<file path="config.mk">
export PLATFORM = sky130hd
export DESIGN_NAME = pixel_array_seq
export DESIGN_NICKNAME = d
export VERILOG_FILES = /design/src/rtl/pixel_array_pkg.sv /design/src/rtl/pixel_phase_timer.sv /design/src/rtl/pixel_array_seq.sv
export SDC_FILE = /design/constraint.sdc
export NUM_CORES = 1
export LEC_CHECK = 0
export ABC_CLOCK_PERIOD_IN_PS = 3500
export CAP_MARGIN = 10
export CORE_AREA = 2 2 124 126
export DETAILED_ROUTE_END_ITERATION = 12
export DIE_AREA = 0 0 126 128
export GPL_TIMING_DRIVEN = 0
export HOLD_SLACK_MARGIN = 0.15
export MAX_ROUTING_LAYER = met4
export PLACE_DENSITY = 0.59
export SLEW_MARGIN = 10
export SYNTH_ARGS = -nofsm -noshare
export SYNTH_HDL_FRONTEND = slang
export SYNTH_SLANG_ARGS = --single-unit
</file>
<file path="constraint.sdc">
create_clock -name wb_clk_i -period 3.5 [get_ports wb_clk_i]
set_input_delay 0.7 -clock wb_clk_i [delete_from_list [all_inputs] [get_ports wb_clk_i]]
set_output_delay 0.7 -clock wb_clk_i [all_outputs]
set_load 0.05 [all_outputs]
</file>
<file path="src/rtl/pixel_array_pkg.sv">
// Shared types, register map and helpers for the pixel array sequencer.
// Holds the FSM states, word offsets, bit indices and channel search.
package pixel_array_pkg;

    typedef enum logic [2:0] {
        ST_IDLE,
        ST_LOC,
        ST_ADJ,
        ST_SH,
        ST_NEXT
    } pa_state_e;

    localparam logic [2:0] W_CTRL    = 3'd0;
    localparam logic [2:0] W_CHAN_EN = 3'd1;
    localparam logic [2:0] W_LOC_MAX = 3'd2;
    localparam logic [2:0] W_ADJ_MAX = 3'd3;
    localparam logic [2:0] W_STATUS  = 3'd4;

    localparam int C_START  = 0;
    localparam int C_MODE   = 1;
    localparam int C_CONT   = 2;
    localparam int C_SEL    = 3;
    localparam int C_IRQ_EN = 4;
    localparam int C_ABORT  = 5;

    localparam int S_BUSY  = 0;
    localparam int S_KDONE = 1;
    localparam int S_CH    = 4;
    localparam int S_DONE  = 8;

    // Returns {found, index} of the lowest set mask bit at or above from.
    function automatic logic [4:0] find_en(
        input logic [15:0] mask,
        input logic [4:0]  from
    );
        logic [4:0] r;
        r = '0;
        for (int i = 15; i >= 0; i--) begin
            if (mask[i] && (i >= int'(from))) begin
                r = {1'b1, 4'(i)};
            end
        end
        return r;
    endfunction

endpackage

</file>
<file path="src/rtl/pixel_phase_timer.sv">
// Phase duration counter shared by the LOC and ADJ phases.
// Cleared on every phase entry; flags the cycle where the count hits max.
module pixel_phase_timer #(
    parameter int TW = 10
) (
    input  logic          i_clk,
    input  logic          i_rst,
    input  logic          i_clr,
    input  logic          i_en,
    input  logic [TW-1:0] i_max,
    output logic          o_at_max
);

    logic [TW-1:0] r_cnt;

    always_ff @(posedge i_clk or posedge i_rst) begin
        if (i_rst) begin
            r_cnt <= '0;
        end else if (i_clr) begin
            r_cnt <= '0;
        end else if (i_en) begin
            r_cnt <= r_cnt + TW'(1);
        end
    end

    assign o_at_max = (r_cnt == i_max);

endmodule

</file>
<file path="src/rtl/pixel_array_seq.sv">
// Wishbone-controlled sequencer driving N_PIX pixel channels through
// local-integrate, adjust and sample/hold phases in scan or parallel mode.
module pixel_array_seq
    import pixel_array_pkg::*;
#(
    parameter int         N_PIX     = 4,
    parameter int         TW        = 10,
    parameter logic [3:0] ADDR_BASE = 4'h3
) (
    input  logic             wb_clk_i,
    input  logic             wb_rst_i,
    input  logic             wbs_stb_i,
    input  logic             wbs_cyc_i,
    input  logic             wbs_we_i,
    input  logic [3:0]       wbs_sel_i,
    input  logic [31:0]      wbs_adr_i,
    input  logic [31:0]      wbs_dat_i,
    output logic             wbs_ack_o,
    output logic [31:0]      wbs_dat_o,
    input  logic             pxl_start_ext,
    output logic [N_PIX-1:0] pxl_loc_en,
    output logic [N_PIX-1:0] pxl_adj_en,
    output logic [N_PIX-1:0] pxl_sh,
    output logic             pxl_busy,
    output logic             kernel_done_o,
    output logic             irq
);

    logic             r_ack;
    logic [31:0]      r_dat;
    logic             r_mode, r_cont, r_sel, r_irq_en;
    logic             r_start, r_abort;
    logic [N_PIX-1:0] r_chan_en;
    logic [TW-1:0]    r_loc_max, r_adj_max;
    logic             r_sticky, r_irq;
    logic             r_ext_s1, r_ext_s2, r_ext_s3;
    pa_state_e        r_state;
    logic [3:0]       r_ch;
    logic [N_PIX-1:0] r_done, r_sh_en;
    logic [TW-1:0]    r_sh_loc, r_sh_adj;
    logic             r_sh_mode;

    logic             w_valid, w_acc, w_wr;
    logic [2:0]       w_word;
    logic             w_wr_ctrl, w_wr_en, w_wr_loc, w_wr_adj, w_wr_stat;
    logic [31:0]      w_bm, w_rdata, w_status;
    logic             w_busy, w_start, w_at_max;
    logic [4:0]       w_first, w_after;
    logic             w_more, w_last, w_kend;
    logic             w_accept, w_reload, w_load;
    logic [N_PIX-1:0] w_act;
    pa_state_e        w_nxt;
    logic             w_unused;

    assign w_valid   = wbs_cyc_i & wbs_stb_i
                     & (wbs_adr_i[31:28] == ADDR_BASE);
    assign w_acc     = w_valid & ~r_ack;
    assign w_wr      = w_acc & wbs_we_i;
    assign w_word    = wbs_adr_i[4:2];
    assign w_wr_ctrl = w_wr & (w_word == W_CTRL) & wbs_sel_i[0];
    assign w_wr_en   = w_wr & (w_word == W_CHAN_EN);
    assign w_wr_loc  = w_wr & (w_word == W_LOC_MAX);
    assign w_wr_adj  = w_wr & (w_word == W_ADJ_MAX);
    assign w_wr_stat = w_wr & (w_word == W_STATUS) & wbs_sel_i[0];
    assign w_bm      = {{8{wbs_sel_i[3]}}, {8{wbs_sel_i[2]}},
                        {8{wbs_sel_i[1]}}, {8{wbs_sel_i[0]}}};
    assign w_unused  = ^{wbs_adr_i[27:5], wbs_adr_i[1:0],
                         wbs_dat_i, w_bm};

    always_ff @(posedge wb_clk_i or posedge wb_rst_i) begin
        if (wb_rst_i) begin
            r_start   <= 1'b0;
            r_abort   <= 1'b0;
            r_mode    <= 1'b0;
            r_cont    <= 1'b0;
            r_sel     <= 1'b0;
            r_irq_en  <= 1'b0;
            r_chan_en <= '1;
            r_loc_max <= TW'(8);
            r_adj_max <= TW'(8);
        end else begin
            r_start <= w_wr_ctrl & wbs_dat_i[C_START];
            r_abort <= w_wr_ctrl & wbs_dat_i[C_ABORT];
            if (w_wr_ctrl) begin
                r_mode   <= wbs_dat_i[C_MODE];
                r_cont   <= wbs_dat_i[C_CONT];
                r_sel    <= wbs_dat_i[C_SEL];
                r_irq_en <= wbs_dat_i[C_IRQ_EN];
            end
            if (w_wr_en) begin
                r_chan_en <= (r_chan_en & ~w_bm[N_PIX-1:0])
                           | (wbs_dat_i[N_PIX-1:0] & w_bm[N_PIX-1:0]);
            end
            if (w_wr_loc) begin
                r_loc_max <= (r_loc_max & ~w_bm[TW-1:0])
                           | (wbs_dat_i[TW-1:0] & w_bm[TW-1:0]);
            end
            if (w_wr_adj) begin
                r_adj_max <= (r_adj_max & ~w_bm[TW-1:0])
                           | (wbs_dat_i[TW-1:0] & w_bm[TW-1:0]);
            end
        end
    end

    always_comb begin
        w_status              = '0;
        w_status[S_BUSY]      = w_busy;
        w_status[S_KDONE]     = r_sticky;
        w_status[S_CH +: 4]   = r_ch;
        w_status[S_DONE +: N_PIX] = r_done;
        w_rdata               = '0;
        case (w_word)
            W_CTRL: begin
                w_rdata[C_MODE]   = r_mode;
                w_rdata[C_CONT]   = r_cont;
                w_rdata[C_SEL]    = r_sel;
                w_rdata[C_IRQ_EN] = r_irq_en;
            end
            W_CHAN_EN: w_rdata[N_PIX-1:0] = r_chan_en;
            W_LOC_MAX: w_rdata[TW-1:0]    = r_loc_max;
            W_ADJ_MAX: w_rdata[TW-1:0]    = r_adj_max;
            W_STATUS:  w_rdata            = w_status;
            default:   w_rdata            = '0;
        endcase
    end

    always_ff @(posedge wb_clk_i or posedge wb_rst_i) begin
        if (wb_rst_i) begin
            r_ack    <= 1'b0;
            r_dat    <= '0;
            r_ext_s1 <= 1'b0;
            r_ext_s2 <= 1'b0;
            r_ext_s3 <= 1'b0;
            r_sticky <= 1'b0;
            r_irq    <= 1'b0;
        end else begin
            r_ack    <= w_acc;
            if (w_acc) begin
                r_dat <= w_rdata;
            end
            r_ext_s1 <= pxl_start_ext;
            r_ext_s2 <= r_ext_s1;
            r_ext_s3 <= r_ext_s2;
            if (w_kend) begin
                r_sticky <= 1'b1;
            end else if (w_wr_stat & wbs_dat_i[S_KDONE]) begin
                r_sticky <= 1'b0;
            end
            r_irq <= r_sticky & r_irq_en;
        end
    end

    assign w_busy   = (r_state != ST_IDLE);
    assign w_start  = r_sel ? (r_ext_s2 & ~r_ext_s3) : r_start;
    assign w_first  = find_en(16'(r_chan_en), 5'd0);
    assign w_after  = find_en(16'(r_sh_en), {1'b0, r_ch} + 5'd1);
    assign w_more   = ~r_sh_mode & w_after[4];
    assign w_last   = (r_state == ST_NEXT) & ~w_more;
    assign w_kend   = w_last & ~r_abort;
    assign w_accept = (r_state == ST_IDLE) & w_start
                    & w_first[4] & ~r_abort;
    // Continuous reload re-latches live settings for the next kernel.
    assign w_reload = w_kend & r_cont & w_first[4];
    assign w_load   = w_accept | w_reload;

    always_comb begin
        w_act = '0;
        for (int i = 0; i < N_PIX; i++) begin
            w_act[i] = r_sh_mode ? r_sh_en[i] : (r_ch == 4'(i));
        end
    end

    always_comb begin
        w_nxt      = r_state;
        pxl_loc_en = '0;
        pxl_adj_en = '0;
        pxl_sh     = '0;
        if (r_abort) begin
            w_nxt = ST_IDLE;
        end else begin
            unique case (r_state)
                ST_IDLE: if (w_accept) w_nxt = ST_LOC;
                ST_LOC:  if (w_at_max) w_nxt = ST_ADJ;
                ST_ADJ:  if (w_at_max) w_nxt = ST_SH;
                ST_SH:   w_nxt = ST_NEXT;
                ST_NEXT: w_nxt = (w_more | w_reload) ? ST_LOC : ST_IDLE;
                default: w_nxt = ST_IDLE;
            endcase
        end
        unique case (r_state)
            ST_LOC:  pxl_loc_en = w_act;
            ST_ADJ:  pxl_adj_en = w_act;
            ST_SH:   pxl_sh     = w_act;
            default: ;
        endcase
    end

    always_ff @(posedge wb_clk_i or posedge wb_rst_i) begin
        if (wb_rst_i) begin
            r_state   <= ST_IDLE;
            r_ch      <= '0;
            r_done    <= '0;
            r_sh_en   <= '0;
            r_sh_loc  <= '0;
            r_sh_adj  <= '0;
            r_sh_mode <= 1'b0;
        end else begin
            r_state <= w_nxt;
            if (w_load) begin
                r_sh_en   <= r_chan_en;
                r_sh_loc  <= r_loc_max;
                r_sh_adj  <= r_adj_max;
                r_sh_mode <= r_mode;
                r_done    <= '0;
                r_ch      <= w_first[3:0];
            end else if ((r_state == ST_NEXT) && !r_abort) begin
                r_done <= r_done | w_act;
                if (w_more) begin
                    r_ch <= w_after[3:0];
                end
            end
        end
    end

    pixel_phase_timer #(.TW(TW)) u_timer (
        .i_clk    (wb_clk_i),
        .i_rst    (wb_rst_i),
        .i_clr    (w_nxt != r_state),
        .i_en     ((r_state == ST_LOC) | (r_state == ST_ADJ)),
        .i_max    ((r_state == ST_ADJ) ? r_sh_adj : r_sh_loc),
        .o_at_max (w_at_max)
    );

    assign wbs_ack_o     = r_ack;
    assign wbs_dat_o     = r_dat;
    assign pxl_busy      = w_busy;
    assign kernel_done_o = w_kend;
    assign irq           = r_irq;

endmodule

</file>
==> qor.txt <==
Outcome -> completed
Clock Sinks -> 92
Syn avg cell area -> 10.6 sq um
Setup violations, final -> 0
Worst slew pin tran -> 0.930 ns
Final Cell Area -> 5910 sq um
Total CTS buffers -> 9
Max-slew headroom -> 0.377
Ys Warns -> 0
Final Util -> 0.397
Largest net degree at the start of global routing -> 67
Worst-Skew Late Latency -> 0.34 ns
Synth area leader -> dfrtp_1
CTS H-tree lvls -> 3
Share of cells above drive strength 1 -> 0.229
Site Rows -> 45
Routed Antenna Nets -> 0
Sequential element share of the synthesized area -> 0.486
Synth top area share -> 0.453
Die width -> 126 um
Synth cell types -> 64
Vias in the first global route -> 3,494
Final net count -> 606
Area of placed instances -> 5600 sq um
Cell-internal power -> 1960 uW
Worst R2R Setup Slack -> 1.03 ns
RSZ-0062 raised after global routing -> no
Clk_skew -> 0.00503 ns
CP max FO -> 10
WHS Path Cells -> 0
Hold WC Path Type -> reg -> reg
Max cap viols -> 0
Min cycle time layout -> 3.07 ns
Vias per cell -> 4.93
Area grow syn2layout -> 24.2%
First DRT Iteration DRCs -> 242
Power Dens Cells -> 487 nW/um^2
Residual DRC -> 0
Die area -> 16,100 sq um
Total Routed Length -> 11,600 um
Initial core utilization -> 0.320
Reg power frac -> 0.407
Hold wc startpoint -> r_ext_s1$_DFF_PP0_
First-pass GRT wire length -> 18,600 um
Pleak -> 0.00272 uW
Setup CP Type -> reg -> out
Async S/R FF share, synth -> 1.00
Post-synthesis sequential element count -> 92
Setup TNS -> 0 ns
Port bufs -> 51
Clock share of power -> 0.342
Post-synth EDFFs -> 0
NetSw -> 919 uW
Cells after Synth -> 449
Post-detail-place hpwl -> 8740 um
Max-slew violation count -> 0
Placer congestion estimate -> 0.853
Worst-path clk slew -> 0.06 ns
Hold_buf cts -> 0
Longest Clk Path Bufs -> 2
CORE AREA -> 14,900 sq um
Ant diodes -> 0
Period utilisation layout -> 0.877
Synthesized cell area -> 4750 sq um
Gate power share -> 0.251
DR vias -> 3,569
I/O pin cnt -> 122
DR pass1 iterations -> 4
Die height -> 128 um
Post-CTS Setup Bufs -> 0
Worst vdd ir -> 0.256 mV
PostCTS Resize Cnt -> 0
Routed length per instance -> 16.0 um
Worst setup EP type -> primary output
Fmax -> 326 MHz
Clock Tree Root -> clkbuf_16
Final Hold Vio Count -> 0
Crit path from -> r_state[2]$_DFF_PP0_
Ys flop type -> dfrtp_1
RR Startpoint -> r_abort$_DFF_PP0_
Crit path launch type -> flip-flop
WP data required -> 2.80 ns
GRT overflow -> 0
Arrival time at the worst endpoint -> 2.37 ns
R2R cell count -> 7
TritonCTS clock tree -> yes
Switching Share -> 0.319
GRT Total Usage -> 0.153
Initial antenna violation count -> 0
Synth area leaders -> dfrtp_1 (45%), mux2_2 (13%), nor2_1 (3.9%)
## Yosys cell counts, types with 6 or more instances
cell / n
nor2_1: 50
o21ai_0: 13
nand2_1: 43
a21oi_1: 26
clkbuf_1: 13
nand3_1: 10
mux2_2: 56
dfstp_2: 6
xor2_1: 6
xnor2_1: 8
nand2b_1: 7
mux2i_1: 8
buf_4: 20
dfrtp_1: 86
inv_1: 13
## power by group through the flow
stage / Clock, uW / Sequential, uW / Combinational (uW)
after floorplan: 0 / 1180 / 525
after global placement: 0 / 1190 / 693
after detailed placement: 0 / 1190 / 719
after CTS: 1000 / 1170 / 720
after global routing: 1050 / 1180 / 784
final: 982 / 1170 / 722
## critical path, stage by stage, from the launching register on
cell             delay, ns
dfrtp_1               0.44
clkbuf_1              0.26
inv_1                 0.17
nand3_1               0.18
nor2_1                0.15
clkdlybuf4s50_1       0.82
## worst paths after layout
check,end
max,pxl_sh[1]
min,r_ext_s2$_DFF_PP0_
max reg2reg,u_timer.r_cnt[3]$_DFFE_PP0P_
min reg2reg,r_ext_s2$_DFF_PP0_
max in group asynchronous,asynchronous set/reset pin
min in group asynchronous,wbs_dat_o[6]$_DFFE_PP0P_
## cell usage in the layout (no fill, tap or decap), drive strengths merged, types with 4 or more instances in the layout
cell type / instances
mux2: 56
dfstp: 6
dfrtp: 86
nand2: 43
conb: 20
clkdlybuf4s50: 50
clkbuf: 23
mux2i: 8
inv: 14
a21o: 4
nor2: 51
o31ai: 6
buf: 27
and2: 6
xnor2: 8
a21oi: 27
nand2b: 7
a31oi: 4
nor3: 6
o21ai: 13
nand3: 10
nand4: 5
xor2: 6
## metrics by stage
step	hold WS (ns)	instances	worst slack, ns	power (uW)
2_1_floorplan	0.331	468	0.418	1710
3_3_place_gp	0.343	707	-0.980	1880
3_5_place_dp	0.336	708	0.364	1910
4_1_cts	0.359	724	0.188	2900
5_1_grt	0.370	724	0.313	3010
6_report	0.357	724	0.429	2880
## cell type report
cell class | count | area, sq um
plain buffers | 39 | 248
repair buffers | 52 | 541
well taps | 188 | 235
clock inverters | 6 | 63.8
flip-flops and latches | 92 | 2310
inverters | 14 | 55.1
fillers | 1463 | 8960
clock buffers | 10 | 239
multi-input cells | 323 | 2210
## cell families (layout without fill, tap and decap cells)
group | after synthesis | after routing | synth area share
AND/OR/NAND/NOR | 151 | 151 | 0.161
flip-flops | 92 | 92 | 0.486
AO/OA/AOI/OAI | 71 | 71 | 0.102
multiplexers | 66 | 66 | 0.159
buffers and inverters | 53 | 121 | 0.0632
XOR/XNOR | 14 | 14 | 0.0258
adder cells (fa/ha/maj) | 1 | 1 | 0.00263
other | 1 | 20 | 0.000789
## metal layers
layer	GRT usage	wire, um	share of wire
met1	0.204	5420	0.47
met2	0.236	5410	0.47
met3	0.0301	546	0.047
met4	0.0517	183	0.016
met5	-	0	0
Note: power is estimated with default switching activity, not from simulation.
